$ cat config.mk
export PLATFORM = sky130hd
export DESIGN_NAME = fwd_scoreboard
export DESIGN_NICKNAME = d
export VERILOG_FILES = /design/src/rtl/fwd_pkg.sv /design/src/rtl/fwd_match.sv /design/src/rtl/fwd_scoreboard.sv
export SDC_FILE = /design/constraint.sdc
export NUM_CORES = 1
export LEC_CHECK = 0
export ABC_AREA = 0
export CORE_AREA = 2 2 135 137
export DETAILED_ROUTE_END_ITERATION = 12
export DIE_AREA = 0 0 137 139
export GPL_TIMING_DRIVEN = 0
export PLACE_DENSITY = 0.84
export SYNTH_ARGS = -nofsm -noshare
export SYNTH_HDL_FRONTEND = slang
export SYNTH_SLANG_ARGS = --single-unit
$ cat constraint.sdc
create_clock -name clk -period 4.2 [get_ports clk]
set_input_delay 0.63 -clock clk [delete_from_list [all_inputs] [get_ports clk]]
set_output_delay 0.63 -clock clk [all_outputs]
set_load 0.05 [all_outputs]
$ cat src/rtl/fwd_pkg.sv
// Shared types and latency constants for the hazard/forwarding scoreboard.
// Tags are stored at fixed maximum widths so one packed type serves every parameterisation.
package fwd_pkg;

   localparam int TAG_AW = 8;
   localparam int TAG_TW = 4;

   typedef logic [TAG_AW-1:0] tag_addr_t;
   typedef logic [TAG_TW-1:0] tag_tnew_t;

   typedef struct packed {
      logic      valid;
      tag_addr_t addr;
      tag_tnew_t tnew;
   } tag_t;

   localparam int TUSE_D    = 0;
   localparam int TUSE_E    = 1;
   localparam int TNEW_ALU  = 1;
   localparam int TNEW_LOAD = 2;
   localparam int TNEW_LINK = 0;

   function automatic tag_tnew_t tnew_dec(input tag_tnew_t t);
      return (t == '0) ? '0 : t - tag_tnew_t'(1);
   endfunction

   // One pipeline step: the entry moves one stage older and its remaining latency shrinks.
   function automatic tag_t tag_age(input tag_t t);
      tag_t r;
      r      = t;
      r.tnew = tnew_dec(t.tnew);
      return r;
   endfunction

endpackage

$ cat src/rtl/fwd_match.sv
// Youngest-match search over tag entries FIRST..DEPTH for one source address.
// Returns hit, the 1-based stage k of the match, its remaining tnew, and ready (tnew==0).
module fwd_match
   import fwd_pkg::*;
#(
   parameter int DEPTH = 3,
   parameter int FIRST = 1,
   parameter int K_W   = 2
) (
   input  tag_t [DEPTH-1:0] tags,
   input  tag_addr_t        addr,
   output logic             hit,
   output logic [K_W-1:0]   k,
   output tag_tnew_t        tnew,
   output logic             ready
);

   // Scan oldest to youngest so the youngest (lowest k) match is the one left standing.
   always_comb begin
      hit  = 1'b0;
      k    = '0;
      tnew = '0;
      for (int j = DEPTH; j >= FIRST; j--) begin
         if (tags[j-1].valid && (addr != '0) && (tags[j-1].addr == addr)) begin
            hit  = 1'b1;
            k    = K_W'(j);
            tnew = tags[j-1].tnew;
         end
      end
   end

   assign ready = hit && (tnew == '0);

endmodule

$ cat src/rtl/fwd_scoreboard.sv
// Destination-tag pipeline with Tnew countdown: produces the decode stall and the
// forwarded operands for decode-stage and execute-stage consumers.
module fwd_scoreboard
   import fwd_pkg::*;
#(
   parameter int NUM_SRC = 2,
   parameter int DEPTH   = 3,
   parameter int DATA_W  = 32,
   parameter int REG_AW  = 5,
   parameter int TNEW_W  = 2
) (
   input  logic                      clk,
   input  logic                      reset_n,
   input  logic                      d_valid,
   input  logic                      d_we,
   input  logic [REG_AW-1:0]         d_dst,
   input  logic [TNEW_W-1:0]         d_tnew,
   input  logic                      flush,
   input  logic [NUM_SRC-1:0]        src_en,
   input  logic [NUM_SRC*REG_AW-1:0] src_addr,
   input  logic [NUM_SRC*TNEW_W-1:0] src_tuse,
   input  logic [NUM_SRC*DATA_W-1:0] rf_rdata,
   input  logic [DEPTH*DATA_W-1:0]   stage_data,
   output logic                      stall,
   output logic [NUM_SRC*DATA_W-1:0] d_opnd,
   output logic [NUM_SRC*DATA_W-1:0] e_opnd
);

   localparam int K_W = $clog2(DEPTH + 1);

   tag_t [DEPTH-1:0]   tags;
   logic [NUM_SRC-1:0] src_stall;
   logic               bubble;

   assign stall  = |src_stall;
   assign bubble = stall | flush;

   // tags[k-1] holds entry t[k]; a stall or flush enters an invalid entry exactly once.
   always_ff @(posedge clk or negedge reset_n) begin
      if (!reset_n) begin
         tags <= '0;
      end else begin
         tags[0] <= '{valid: d_valid & d_we & ~bubble,
                      addr:  tag_addr_t'(d_dst),
                      tnew:  tag_tnew_t'(d_tnew)};
         for (int j = 1; j < DEPTH; j++) begin
            tags[j] <= tag_age(tags[j-1]);
         end
      end
   end

   for (genvar i = 0; i < NUM_SRC; i++) begin : g_src
      tag_addr_t         addr;
      tag_tnew_t         tuse;
      logic [DATA_W-1:0] rf_val;

      logic              d_hit;
      logic [K_W-1:0]    d_k;
      tag_tnew_t         d_tnew_m;
      logic              d_ready;
      logic [DATA_W-1:0] d_fwd;
      logic [DATA_W-1:0] d_val;

      logic              e_en_q;
      tag_addr_t         e_addr_q;
      logic [DATA_W-1:0] e_val_q;
      logic              e_hit;
      logic [K_W-1:0]    e_k;
      tag_tnew_t         e_tnew_m;
      logic              e_ready;
      logic [DATA_W-1:0] e_fwd;

      assign addr   = tag_addr_t'(src_addr[i*REG_AW +: REG_AW]);
      assign tuse   = tag_tnew_t'(src_tuse[i*TNEW_W +: TNEW_W]);
      assign rf_val = rf_rdata[i*DATA_W +: DATA_W];

      fwd_match #(
         .DEPTH (DEPTH),
         .FIRST (1),
         .K_W   (K_W)
      ) u_d_match (
         .tags  (tags),
         .addr  (addr),
         .hit   (d_hit),
         .k     (d_k),
         .tnew  (d_tnew_m),
         .ready (d_ready)
      );

      always_comb begin
         d_fwd = '0;
         for (int j = 0; j < DEPTH; j++) begin
            if (d_k == K_W'(j + 1)) d_fwd = stage_data[j*DATA_W +: DATA_W];
         end
      end

      assign src_stall[i] = src_en[i] && (addr != '0) && d_hit && (d_tnew_m > tuse);
      assign d_val        = (addr == '0) ? '0 : (d_ready ? d_fwd : rf_val);
      assign d_opnd[i*DATA_W +: DATA_W] = d_val;

      // Address and value advance every cycle; only the enable records the bubble.
      always_ff @(posedge clk or negedge reset_n) begin
         if (!reset_n) begin
            e_en_q   <= 1'b0;
            e_addr_q <= '0;
            e_val_q  <= '0;
         end else begin
            e_en_q   <= src_en[i] & ~bubble;
            e_addr_q <= addr;
            e_val_q  <= d_val;
         end
      end

      fwd_match #(
         .DEPTH (DEPTH),
         .FIRST (2),
         .K_W   (K_W)
      ) u_e_match (
         .tags  (tags),
         .addr  (e_addr_q),
         .hit   (e_hit),
         .k     (e_k),
         .tnew  (e_tnew_m),
         .ready (e_ready)
      );

      always_comb begin
         e_fwd = '0;
         for (int j = 0; j < DEPTH; j++) begin
            if (e_k == K_W'(j + 1)) e_fwd = stage_data[j*DATA_W +: DATA_W];
         end
      end

      assign e_opnd[i*DATA_W +: DATA_W] = e_ready ? e_fwd : e_val_q;

      // An enabled E consumer must never see a still-pending producer; the stall prevents it.
      e_no_pending: assert property (@(posedge clk) disable iff (!reset_n)
                                     !(e_en_q && e_hit && !e_ready));
   end

endmodule

# --- After elaboration in Yosys (flattened, before gate mapping) ---
# Index checks and enable logic that the tools add are counted.
totals:
  reg_bits: 102
  output_inout_bits: 129
  word_cells: 136
  in_bits: 188
classes:
  bitwise: 4
  addsub: 2
  muxes: 50
  n_reduce_logical: 43
  magnitude_cmp: 2
  n_eq_ne: 22
ops:
  columns: ["cell", "n"]
  rows:
  - ["$mux 32", 18]
  - ["$eq 5x5->1", 10]
  - ["$mux 4", 12]
  - ["$reduce_bool 8->1", 4]
  - ["$logic_and 1x1->1", 30]
  - ["$logic_not 4->1", 6]
  - ["$mux 2", 10]
  - ["$eq 2x2->1 const B", 8]
  - ["$logic_not 8->1", 2]
  - ["$mux 1", 10]
  - ["$eq 2x1->1 const B", 4]
  - ["$gt 4x2->1", 2]
  - ["$sub 4x1->4 const B", 1]
  - ["$sub 2x1->3 const B", 1]
  - ["$and 1x1->1", 2]
  - ["$reduce_or 2->1", 1]
  - ["$not 1->1", 1]
  - ["$or 1x1->1", 1]

# --- Logic depth before layout (Yosys ltp) ---
# Gate-level depths: netlist of the first run.
logic_depth:
  ltp_word: 12
  ltp_mapped: 14
  depth_no_buf: 12

# --- Hierarchy ---
# Synthesis of the first run repeated with hierarchy kept, for this count alone.
unflattened:
  cells_unflattened: 982
  area_unflattened_um2: 8762.2
modules_own_cells:
  columns: ["mod", "area_each_um2", "seq_area_each_um2", "cells_each", "n_inst"]
  rows:
  - ["fwd_scoreboard", 6842.8, 2527.4, 738, 1]
  - ["fwd_match (g_src[0].u_d_match ...)", 551.8, 0.0, 75, 2]
  - ["fwd_match (g_src[0].u_e_match ...)", 407.9, 0.0, 47, 2]

# --- Worst setup path after synthesis of the first run ---
# OpenSTA, ideal clock, no wires.
synth_timing:
  path_type: "input-to-output"
  start: "input port src_addr[9]"
  end: "output port stall"
  slack_ns: -0.032
  arrival_time_ns: 3.602
  required_time_ns: 3.570
  path_buffers: 1
  path_stages: 12
  path_cell_list: "xor2_1 -> nor4_1 -> and4_1 -> clkbuf_1 -> a21oi_1 -> a21oi_1 -> ha_1 -> nand2_1 -> o21ai_0 -> a21oi_1 -> nand3_1 -> o21ai_0"
synth_between:
  elab_chain_len: 9
  word_cells_on_any_way: 21
  cone_classes: "order compare (1); eq/ne (3); mux (6); reduce/logical (11)"
synth_rtl:
  columns: ["item", "line_no", "rtl"]
  rows:
  - ["from (decl)", "fwd_scoreboard.sv:20", "input logic [NUM_SRC*REG_AW-1:0] src_addr,"]
  - ["$reduce_bool 8->1", "fwd_match.sv:24, fwd_scoreboard.sv:97", null]
  - ["$logic_and 1x1->1 (2 in a row)", "fwd_match.sv:24", "if (tags[j-1].valid && (addr != '0) && (tags[j-1].addr == addr)) begin"]
  - ["$mux 4 or $mux 1 (tied branches) (3 in a row)", "fwd_match.sv:24", null]
  - ["$gt 4x2->1 or $logic_and 1x1->1 (tied branches)", "fwd_scoreboard.sv:97", "assign src_stall[i] = src_en[i] && (addr != '0) && d_hit && (d_tnew_m > tuse);"]
  - ["$logic_and 1x1->1 (*)", "fwd_scoreboard.sv:97", null]
  - ["$reduce_or 2->1 (*)", "fwd_scoreboard.sv:35", "assign stall = |src_stall;"]
  - ["to (decl)", "fwd_scoreboard.sv:24", "output logic stall,"]
# Every way passes the cells marked *; elsewhere a longest branch is shown, timed or not.

# --- Worst setup path after layout of the first run ---
layout_timing:
  start: "input port src_addr[5]"
  end: "output port d_opnd[52]"
layout_between:
  elab_chain_len: 12
  word_cells_on_any_way: 30
  cone_classes: "eq/ne (6); mux (14); reduce/logical (10)"
layout_rtl:
  columns: ["item", "line_no", "rtl"]
  rows:
  - ["$reduce_bool 8->1", "fwd_match.sv:24", null]
  - ["$logic_and 1x1->1 (2 in a row)", "fwd_match.sv:24", null]
  - ["$mux 2 (3 in a row)", "fwd_match.sv:24", null]
  - ["$eq 2x1->1", "fwd_scoreboard.sv:93", "if (d_k == K_W'(j + 1)) d_fwd = stage_data[j*DATA_W +: DATA_W];"]
  - ["$mux 32 (3 in a row)", "fwd_scoreboard.sv:93", null]
  - ["$mux 32", "fwd_scoreboard.sv:98", "assign d_val = (addr == '0) ? '0 : (d_ready ? d_fwd : rf_val);"]
  - ["$mux 32 (*)", "fwd_scoreboard.sv:98", null]
  - ["to (decl)", "fwd_scoreboard.sv:25", "output logic [NUM_SRC*DATA_W-1:0] d_opnd,"]
# Marked as above.

==> impl_metrics.env, run 1 <==
export IMPL_status="finished, final reports clean"
export IMPL_syn_num_nets=964
export IMPL_numCtsBuffers=9
export IMPL_std_cell_rows=49
export IMPL_overflow=0
export IMPL_finClkSkew_ps=12.1
export IMPL_grt_pass1_wl_um=47400
export IMPL_max_freq_ghz=0.242
export IMPL_path_clk_slew_ps=80
export IMPL_yosysTopAreaCell="dfrtp_1"
export IMPL_ant_nets=0
export IMPL_min_path_type="in2async"
export IMPL_grt_pass1_vias=8198
export IMPL_cts_tree="done"
export IMPL_synth_cells=770
export IMPL_crit_family="buffers and inverters"
export IMPL_cpMostUsedCell="buf_6"
export IMPL_fin_util_pct=61.4
export IMPL_cts_path_max_buffers=2
export IMPL_slew_viol_final=0
export IMPL_yosysTopAreaCellShare_pct=36.5
export IMPL_period_share_pct=98.3
export IMPL_drtPass1Iterations=6
export IMPL_drive_gt1_share_pct=19.9
export IMPL_drtIter0Drc=785
export IMPL_seq_area_mm2=0.00253
export IMPL_coreArea_mm2=0.0177
export IMPL_synth_area_mm2=0.00693
export IMPL_synth_area_leaders="dfrtp_1, a221o_1, mux2i_1"
export IMPL_die_height_um=139
export IMPL_synth_edf_count=0
export IMPL_multi_input_area_mm2=0.00430
export IMPL_synthFlopType="dfrtp_1"
export IMPL_antenna_cells=0
export IMPL_max_slew_worst_pin_slew_ps=720
export IMPL_ios=317
export IMPL_synthDistinctLibCells=47
export IMPL_rrSetupSlack_ps=1170
export IMPL_area_growth_pct=56.5
export IMPL_worstPathCellList="dlygate4sd2_1, xor2_1, nor4_2, and4_4, nor2_4, a221o_1, a211oi_4, buf_4, buf_6, mux2i_2, buf_6"
export IMPL_crit_cells=11
export IMPL_finalHoldViolCount=0
export IMPL_crit_end="d_opnd[52]"
export IMPL_cp_arrival_ps=3500
export IMPL_ys_ff_latch=101
export IMPL_maxSlewHeadroom_pct=52.0
export IMPL_ir_drop_mv=0.174
export IMPL_nFillCells=1566
export IMPL_drc=0
export IMPL_period_minus_slack_ps=4130
export IMPL_setup_viol=0
export IMPL_start_util_pct=39.3
export IMPL_dp_hpwl_um=24100
export IMPL_post_place_ws_ps=-1680
export IMPL_p_leak_nw=4.37
export IMPL_criticalPathCategory="in2out"
export IMPL_clock_sinks=101
export IMPL_ys_warn_count=0
export IMPL_dieArea_mm2=0.0190
export IMPL_cpMaxStageDelayCell="nor4_2"
export IMPL_ys_seq_area_share_pct=36.5
export IMPL_vias=8330
export IMPL_r2r_end="tags[12]$_DFF_PN0_"
export IMPL_worst_r2r_startpoint="tags[17]$_DFF_PN0_"
export IMPL_power_density_mw_per_mm2=258
export IMPL_via_per_inst=6.14
export IMPL_synthArstFlopShare_pct=100
export IMPL_crit_fanout=10
export IMPL_crit_path_end_kind="output pin"
export IMPL_gp_congestion=0.952
export IMPL_finalWorstSetupSlack_ps=70.0
export IMPL_ff2ff_path_depth=13
export IMPL_fin_nets=1317
export IMPL_clock_latency_ps=350
export IMPL_grt_total_usage_pct=32.8
export IMPL_crit_start="src_addr[5]"
export IMPL_totalWireLength_um=32500
export IMPL_portBuffers=316
export IMPL_post_drt_wl_per_cell_um=24.0
export IMPL_root_buffer="clkbuf_16"
export IMPL_antenna_found_initial=0
export IMPL_max_stage_delay_ps=400
export IMPL_cap_violations=0
export IMPL_h_tree_depth=3
export IMPL_cp_start_kind="primary input"
export IMPL_grt_max_degree=54
export IMPL_die_w_um=137
export IMPL_avgSynthCellArea_um2=9.00
export IMPL_critPathRequiredTime_ps=3570
export IMPL_cp_num_buf_inv=4
-- per-stage QoR --
stage	hold slack (ps)	setup TNS (ps)	std cells	power [mW]	area [µm²]
global placement	392	-296680	1315	1.97	10400
detailed placement	384	-134180	1317	1.98	10400
global route	344	-1.16	1357	2.90	10800
finish	306	0	1357	2.80	10800
CTS	327	0	1354	2.80	10900
floorplan	334	0	770	1.52	6930
-- Yosys cell counts, types with 10 or more instances --
master / number
o21ai_0: 68
nand2_1: 108
dfrtp_1: 101
buf_2: 10
xnor2_1: 30
mux2i_1: 64
clkbuf_1: 53
a21oi_1: 39
a221o_1: 66
o211ai_1: 32
xor2_1: 20
a22oi_1: 65
nor2_1: 42
-- sequential cells by signal, summed over array words and instances (netlist names) --
| signal | count |
|---|---|
| g_src.e_addr_q | 10 |
| tags | 27 |
| g_src.e_val_q | 64 |
-- logic make-up after synthesis --
| group | synth area share (%) |
|---|---|
| AOI/OAI and AO/OA | 29.4 |
| adders and majority gates | 1.08 |
| other | 0.0541 |
| and+or+nand+nor | 13.0 |
| xor gates and xnor gates | 6.32 |
| DFF | 36.5 |
| buffers and inverters | 4.51 |
| muxes | 9.24 |
-- power by group --
part           internal, mW  switching (mW)  leakage [nW]
combinational         0.325           0.551          3.03
sequential             1.03          0.0390          1.19
clock                 0.423           0.434         0.147
-- worst min path at each step --
stage / startpoint / endpoint / slack [ps] / depth (start not counted)
finish: reset_n / tags[21]$_DFF_PN0_ / 310 / 1
global route: reset_n / tags[21]$_DFF_PN0_ / 340 / 1
CTS: reset_n / tags[5]$_DFF_PN0_ / 330 / 1
detailed placement: tags[12]$_DFF_PN0_ / tags[25]$_DFF_PN0_ / 380 / 0
global placement: tags[12]$_DFF_PN0_ / tags[25]$_DFF_PN0_ / 390 / 0
floorplan: reset_n / g_src[0].e_addr_q[0]$_DFF_PN0_ / 330 / 0
-- area by class of cell --
type	instances	share of cell area, %
Tap cell	229	2.64
Inverter	5	0.173
Timing Repair Buffer	342	28.2
Clock buffer	9	2.08
Clock inverter	7	0.680
Sequential cell	101	23.3
Multi-Input combinational cell	595	39.6
Buffer	69	3.38
-- metal layers --
metal / GRT usage, % / part of all wire (%) / vias up
li1: - / - / 3618
met5: 0 / 0 / -
met4: 16.4 / 5.4 / 0
met2: 53.4 / 47 / 623
met3: 8.85 / 11 / 119
met1: 39.5 / 36 / 3970
-- layout by cell type (no fill, tap or decap), types with 3 or more instances in the layout --
| cell type | count |
|---|---|
| xor2_1 | 20 |
| clkbuf_4 | 4 |
| nor2_4 | 3 |
| mux2i_4 | 3 |
| inv_1 | 5 |
| clkbuf_1 | 34 |
| buf_6 | 13 |
| a22oi_1 | 64 |
| clkdlybuf4s15_1 | 7 |
| ha_1 | 5 |
| buf_2 | 33 |
| nand2_1 | 107 |
| o21ai_0 | 66 |
| nand4_1 | 7 |
| nor4_4 | 3 |
| nor3_1 | 4 |
| buf_4 | 56 |
| nor2_1 | 40 |
| o211ai_1 | 32 |
| clkbuf_16 | 9 |
| clkdlybuf4s50_1 | 176 |
| clkdlybuf4s15_2 | 16 |
| nor2b_1 | 3 |
| a21oi_1 | 38 |
| mux2i_1 | 45 |
| mux2i_2 | 16 |
| clkbuf_2 | 38 |
| dlygate4sd2_1 | 26 |
| nor4_2 | 5 |
| a221o_1 | 66 |
| dfrtp_1 | 101 |
| xnor2_1 | 30 |
-- repair_timing --
action / in CTS / in global routing
endpoints found under the setup margin: 129 / 85
hold buffers: 0 / 0
hold endpoints to repair: 0 / 0
pin swaps: 15 / 9
gates resized for setup: 531 / 111
cloned: 0 / 0
buffers inserted: 21 / 3
(Power assumes the default switching activity.)
==> run 2, diff against run 1 <==
SKIP_CTS_REPAIR_TIMING = 1   (was not set)
==> run 2 against run 1 <==
Net effect: critical path depth up 1; flip-flop and latch count unchanged; power up 2.3%; first-iteration DRC count up 6.1%; cell area up 5.8%; via count up 0.54%; largest cell class unchanged.
==> impl_metrics.env, run 2 (same netlist as run 1, synthesis figures left out) <==
export IMPL_std_cell_rows=49
export IMPL_cts_path_max_buffers=2
export IMPL_maxSlewHeadroom_pct=51.7
export IMPL_power_frac_clock_pct=30.0
export IMPL_min_path_type="in2async"
export IMPL_die_w_um=137
export IMPL_nFillCells=1429
export IMPL_antenna_found_initial=0
export IMPL_area_growth_pct=65.6
export IMPL_root_buffer="clkbuf_16"
export IMPL_r2r_end="tags[12]$_DFF_PN0_"
export IMPL_mostFrequentLayoutCell="clkdlybuf4s50_1"
export IMPL_die_height_um=139
export IMPL_p_sw_mw=1.04
export IMPL_drtPass1Iterations=6
export IMPL_portBuffers=316
export IMPL_critPathRequiredTime_ps=3570
export IMPL_cp_num_buf_inv=2
export IMPL_slew_viol_final=0
export IMPL_post_drt_wl_per_cell_um=24.4
export IMPL_ir_drop_mv=0.178
export IMPL_dieArea_mm2=0.0190
export IMPL_start_util_pct=39.3
export IMPL_numCtsBuffers=9
export IMPL_clock_sinks=101
export IMPL_cpMaxStageDelayCell="dfrtp_1"
export IMPL_grt_pass1_wl_um=46300
export IMPL_drive_gt1_share_pct=19.9
export IMPL_finalPower_mw=2.87
export IMPL_ios=317
export IMPL_p_leak_nw=5.01
export IMPL_seqPwrFrac_pct=37.3
export IMPL_period_minus_slack_ps=4140
export IMPL_path_clk_slew_ps=80
export IMPL_coreArea_mm2=0.0177
export IMPL_max_slew_worst_pin_slew_ps=725
export IMPL_multi_input_area_mm2=0.00453
export IMPL_via_per_inst=6.18
export IMPL_final_cell_mix="clkdlybuf4s50_1, nand2_1, dfrtp_1, o21ai_0, a221o_1"
export IMPL_dp_hpwl_um=24100
export IMPL_ant_nets=0
export IMPL_setup_viol=0
export IMPL_fin_nets=1316
export IMPL_drtIter0Drc=833
export IMPL_combPwrFrac_pct=32.8
export IMPL_power_density_mw_per_mm2=250
export IMPL_crit_fanout=10
export IMPL_cts_tree="done"
export IMPL_totalWireLength_um=33000
export IMPL_gp_congestion=0.952
export IMPL_finClkSkew_ps=13.3
export IMPL_ff2ff_path_depth=11
export IMPL_grt_total_usage_pct=31.9
export IMPL_max_stage_delay_ps=490
export IMPL_rrSetupSlack_ps=1090
export IMPL_largest_reg_flops=64
export IMPL_worstPathCellList="xor2_1, nor4_2, and4_4, clkbuf_4, a21oi_1, a21oi_2, ha_1, nor2b_1, o21ai_0, o311a_1, o21ai_1, buf_6"
export IMPL_cap_violations=0
export IMPL_clock_latency_ps=350
export IMPL_grt_pass1_vias=8039
export IMPL_cp_start_kind="flip-flop"
export IMPL_crit_path_end_kind="output pin"
export IMPL_rsz0062_at_grt="yes"
export IMPL_vias=8375
export IMPL_worst_r2r_startpoint="tags[21]$_DFF_PN0_"
export IMPL_finalHoldViolCount=0
export IMPL_period_share_pct=98.7
export IMPL_seq_area_mm2=0.00253
export IMPL_criticalPathCategory="reg2out"
export IMPL_h_tree_depth=3
export IMPL_switching_share_pct=36.3
export IMPL_crit_family="compound AO/OA/AOI/OAI gates"
export IMPL_drc=0
export IMPL_max_freq_ghz=0.241
export IMPL_regMostFlops="g_src.e_val_q"
export IMPL_reg_top3="g_src.e_val_q (64), tags (27), g_src.e_addr_q (10)"
export IMPL_fin_util_pct=65.0
export IMPL_status="finished, final reports clean"
export IMPL_antenna_cells=0
export IMPL_cp_arrival_ps=3510
export IMPL_p_int_mw=1.83
export IMPL_overflow=0
export IMPL_grt_max_degree=54
## run 2: cell types whose count changed in the layout (fill, tap and decap cells not counted), sizes merged
| cell | before | now |
|---|---|---|
| dlygate4sd1 | 2 | 0 |
| buf | 107 | 103 |
| clkdlybuf4s15 | 23 | 0 |
| clkbuf | 86 | 76 |
| dlymetal6s2s | 0 | 64 |
| dlygate4sd2 | 26 | 0 |
## run 2: final cells by class
class	count	share of cell area [%]
Multi-Input combinational cell	595	39.5
Inverter	5	0.164
Clock inverter	7	0.643
Buffer	64	3.01
Tap cell	229	2.50
Sequential cell	101	22.0
Timing Repair Buffer	346	30.2
Clock buffer	9	1.96
## run 2: through the flow
stage | area, µm² | setup WS, ps | TNS, ps | hold WS [ps] | std cells
CTS | 10700 | -1710 | -157930 | 327 | 1333
finish | 11500 | 56.4 | 0 | 305 | 1356
global route | 11500 | -55.5 | -472 | 348 | 1356
floorplan | 6930 | 144 | 0 | 334 | 770
global placement | 10400 | -1710 | -296680 | 392 | 1315
detailed placement | 10400 | -1680 | -134180 | 384 | 1317
## run 2: worst max-delay path by stage
stage | startpoint | to | slack [ps] | depth (start not counted)
6_report | tags[21]$_DFF_PN0_ | stall | 60 | 12
5_1_grt | tags[21]$_DFF_PN0_ | stall | -60 | 13
4_1_cts | src_addr[6] | d_opnd[52] | -1710 | 10
3_5_place_dp | src_addr[6] | d_opnd[52] | -1680 | 10
3_3_place_gp | src_addr[6] | d_opnd[52] | -1710 | 10
2_1_floorplan | src_addr[1] | d_opnd[10] | 140 | 8
## run 2: power by group through the flow
stage	Combinational, mW	Sequential (mW)	Clock, mW
3_5_place_dp	0.895	1.09	0
5_1_grt	0.977	1.07	0.908
3_3_place_gp	0.885	1.08	0
6_report	0.940	1.07	0.859
4_1_cts	0.900	1.07	0.867
2_1_floorplan	0.445	1.08	0
## run 2: per-layer routing
metal / track usage (%) / share of wire [%] / routed length (µm)
met4: 13.6 / 4.1 / 1360
met5: 0 / 0 / 0
met2: 53.3 / 49 / 16100
met1: 38.5 / 37 / 12100
met3: 8.26 / 11 / 3520
==> run 3, diff against run 2 <==
CELL_PAD_IN_SITES_DETAIL_PLACEMENT = 0   (was not set)
CELL_PAD_IN_SITES_GLOBAL_PLACEMENT = 2   (was not set)
CORE_AREA = 2 2 173 175   (was 2 2 135 137)
DIE_AREA = 0 0 175 177   (was 0 0 137 139)
PLACE_DENSITY = 0.89   (was 0.84)
RECOVER_POWER = 100   (was not set)
==> run 3 against run 2 <==
Net effect: cell area down 1.6%; setup slack better by 59 ps; combinational power fell by 4.4%; final cell count rose by 12%; first-iteration DRC count shrank 22%; flip-flop and latch count did not move; maximum frequency up 1.4%; routed wire length is 9.6% higher; critical path depth stayed put; clock skew grew 3.6 ps; register-to-register slack better by 120 ps; clock power rose by 6.8%; critical endpoint is now d_opnd[23]; largest cell class unchanged; highest routed layer is now met5.
==> impl_metrics.env, run 3 (same netlist as run 1, synthesis figures left out) <==
export IMPL_fin_cells=1519
export IMPL_ir_drop_mv=0.159
export IMPL_h_tree_depth=3
export IMPL_fin_nets=1315
export IMPL_grt_total_usage_pct=22.6
export IMPL_cts_path_max_buffers=2
export IMPL_grt_pass1_wl_um=52200
export IMPL_dp_hpwl_um=27100
export IMPL_power_density_mw_per_mm2=255
export IMPL_final_area_mm2=0.0113
export IMPL_die_w_um=175
export IMPL_max_freq_ghz=0.245
export IMPL_status="finished, final reports clean"
export IMPL_ant_nets=0
export IMPL_rsz0062_at_grt="yes"
export IMPL_crit_path_end_kind="output pin"
export IMPL_cap_violations=0
export IMPL_mostFrequentLayoutCell="clkdlybuf4s50_1"
export IMPL_met2_usage_pct=38.0
export IMPL_via_per_inst=5.26
export IMPL_grt_max_degree=54
export IMPL_cpMaxStageDelayCell="or4_4"
export IMPL_final_cell_mix="clkdlybuf4s50_1, nand2_1, dfrtp_1, clkbuf_2, o21ai_0"
export IMPL_drive_gt1_share_pct=20.5
export IMPL_dieArea_mm2=0.0310
export IMPL_busiest_layer="met2"
export IMPL_grtUsageMet1_pct=28.9
export IMPL_dp_cells=1478
export IMPL_path_clk_slew_ps=90
export IMPL_finalHoldViolCount=0
export IMPL_place_area_mm2=0.0106
export IMPL_vias=7989
export IMPL_worstPathCellList="clkbuf_1, or4_4, nor2_4, nor3_4, buf_4, nor3_1, nor3_1, a2111oi_4, buf_4, buf_8, mux2i_4, buf_6"
export IMPL_start_util_pct=23.7
export IMPL_overflow=0
export IMPL_drtPass1Iterations=5
export IMPL_largest_reg_flops=64
export IMPL_area_growth_pct=62.9
export IMPL_numCtsBuffers=9
export IMPL_drtIter0Drc=652
export IMPL_slew_viol_final=0
export IMPL_std_cell_rows=63
export IMPL_min_path_type="in2async"
export IMPL_period_share_pct=97.3
export IMPL_seq_area_mm2=0.00253
export IMPL_multi_input_area_mm2=0.00440
export IMPL_setup_viol=0
export IMPL_fin_util_pct=38.6
export IMPL_portBuffers=316
export IMPL_crit_fanout=10
export IMPL_gp_congestion=0.872
export IMPL_finClkSkew_ps=16.9
export IMPL_max_slew_worst_pin_slew_ps=810
export IMPL_cp_start_kind="primary input"
export IMPL_clock_sinks=101
export IMPL_period_minus_slack_ps=4090
export IMPL_drc=0
export IMPL_cp_arrival_ps=3460
export IMPL_totalWireLength_um=36200
export IMPL_nFillCells=2976
export IMPL_criticalPathCategory="in2out"
export IMPL_root_buffer="clkbuf_16"
export IMPL_p_leak_nw=4.74
export IMPL_reg_top3="g_src.e_val_q (64), tags (27), g_src.e_addr_q (10)"
export IMPL_ios=317
export IMPL_tns_ps=0
export IMPL_max_stage_delay_ps=600
export IMPL_cts_tree="done"
export IMPL_grt_met3_usage_pct=5.80
export IMPL_ff2ff_path_depth=12
export IMPL_regMostFlops="g_src.e_val_q"
export IMPL_grt_pass1_vias=8166
export IMPL_clock_latency_ps=370
export IMPL_critPathRequiredTime_ps=3570
export IMPL_post_drt_wl_per_cell_um=23.8
export IMPL_maxSlewHeadroom_pct=46.0
export IMPL_antenna_found_initial=6
export IMPL_die_height_um=177
export IMPL_coreArea_mm2=0.0292
-- run 3: final timing paths --
path / start / end / slack, ps
max: src_addr[4] / d_opnd[23] / 110
min: reset_n / tags[7]$_DFF_PN0_ / 300
max reg2reg: tags[17]$_DFF_PN0_ / tags[12]$_DFF_PN0_ / 1210
min reg2reg: tags[8]$_DFF_PN0_ / tags[21]$_DFF_PN0_ / 440
max in group asynchronous: reset_n / g_src[0].e_val_q[0]$_DFF_PN0_ / 3140
min in group clk: tags[8]$_DFF_PN0_ / tags[21]$_DFF_PN0_ / 440
-- run 3: cell type report --
type                    count  area share (%)
inverters                   5           0.166
well taps                 390            4.32
repair buffers            341            28.1
clock buffers               9            1.99
multi-input cells         595            39.0
diodes                      3          0.0665
flip-flops and latches    101            22.4
plain buffers              68            3.24
clock inverters             7           0.765
-- run 3: where the power goes --
part           total [mW]  switching, mW  internal [mW]
sequential           1.07         0.0384           1.03
clock               0.917          0.487          0.431
combinational       0.899          0.552          0.347
total                2.88           1.08           1.81
-- run 3: stage by stage --
step	hold slack (ps)	worst slack, ps	power (mW)
after global routing	341	-58.5	3.01
after floorplan	334	144	1.52
after detailed placement	408	-1720	1.99
after global placement	422	-1810	1.98
final	299	115	2.88
after CTS	321	-1730	2.92
-- run 3: layer usage --
| layer | vias to the layer above | wire, µm |
|---|---|---|
| met4 | 6 | 790 |
| met2 | 396 | 17100 |
| met1 | 3908 | 15400 |
| li1 | 3620 | - |
| met3 | 59 | 2940 |
| met5 | - | 46 |
-- run 3: critical path: cells and delay by family --
kind                   cells  cell delay [ps]
AO/OA/AOI/OAI              1              360
buffers and inverters      5              920
multiplexers               1              320
AND/OR/NAND/NOR            5             1220
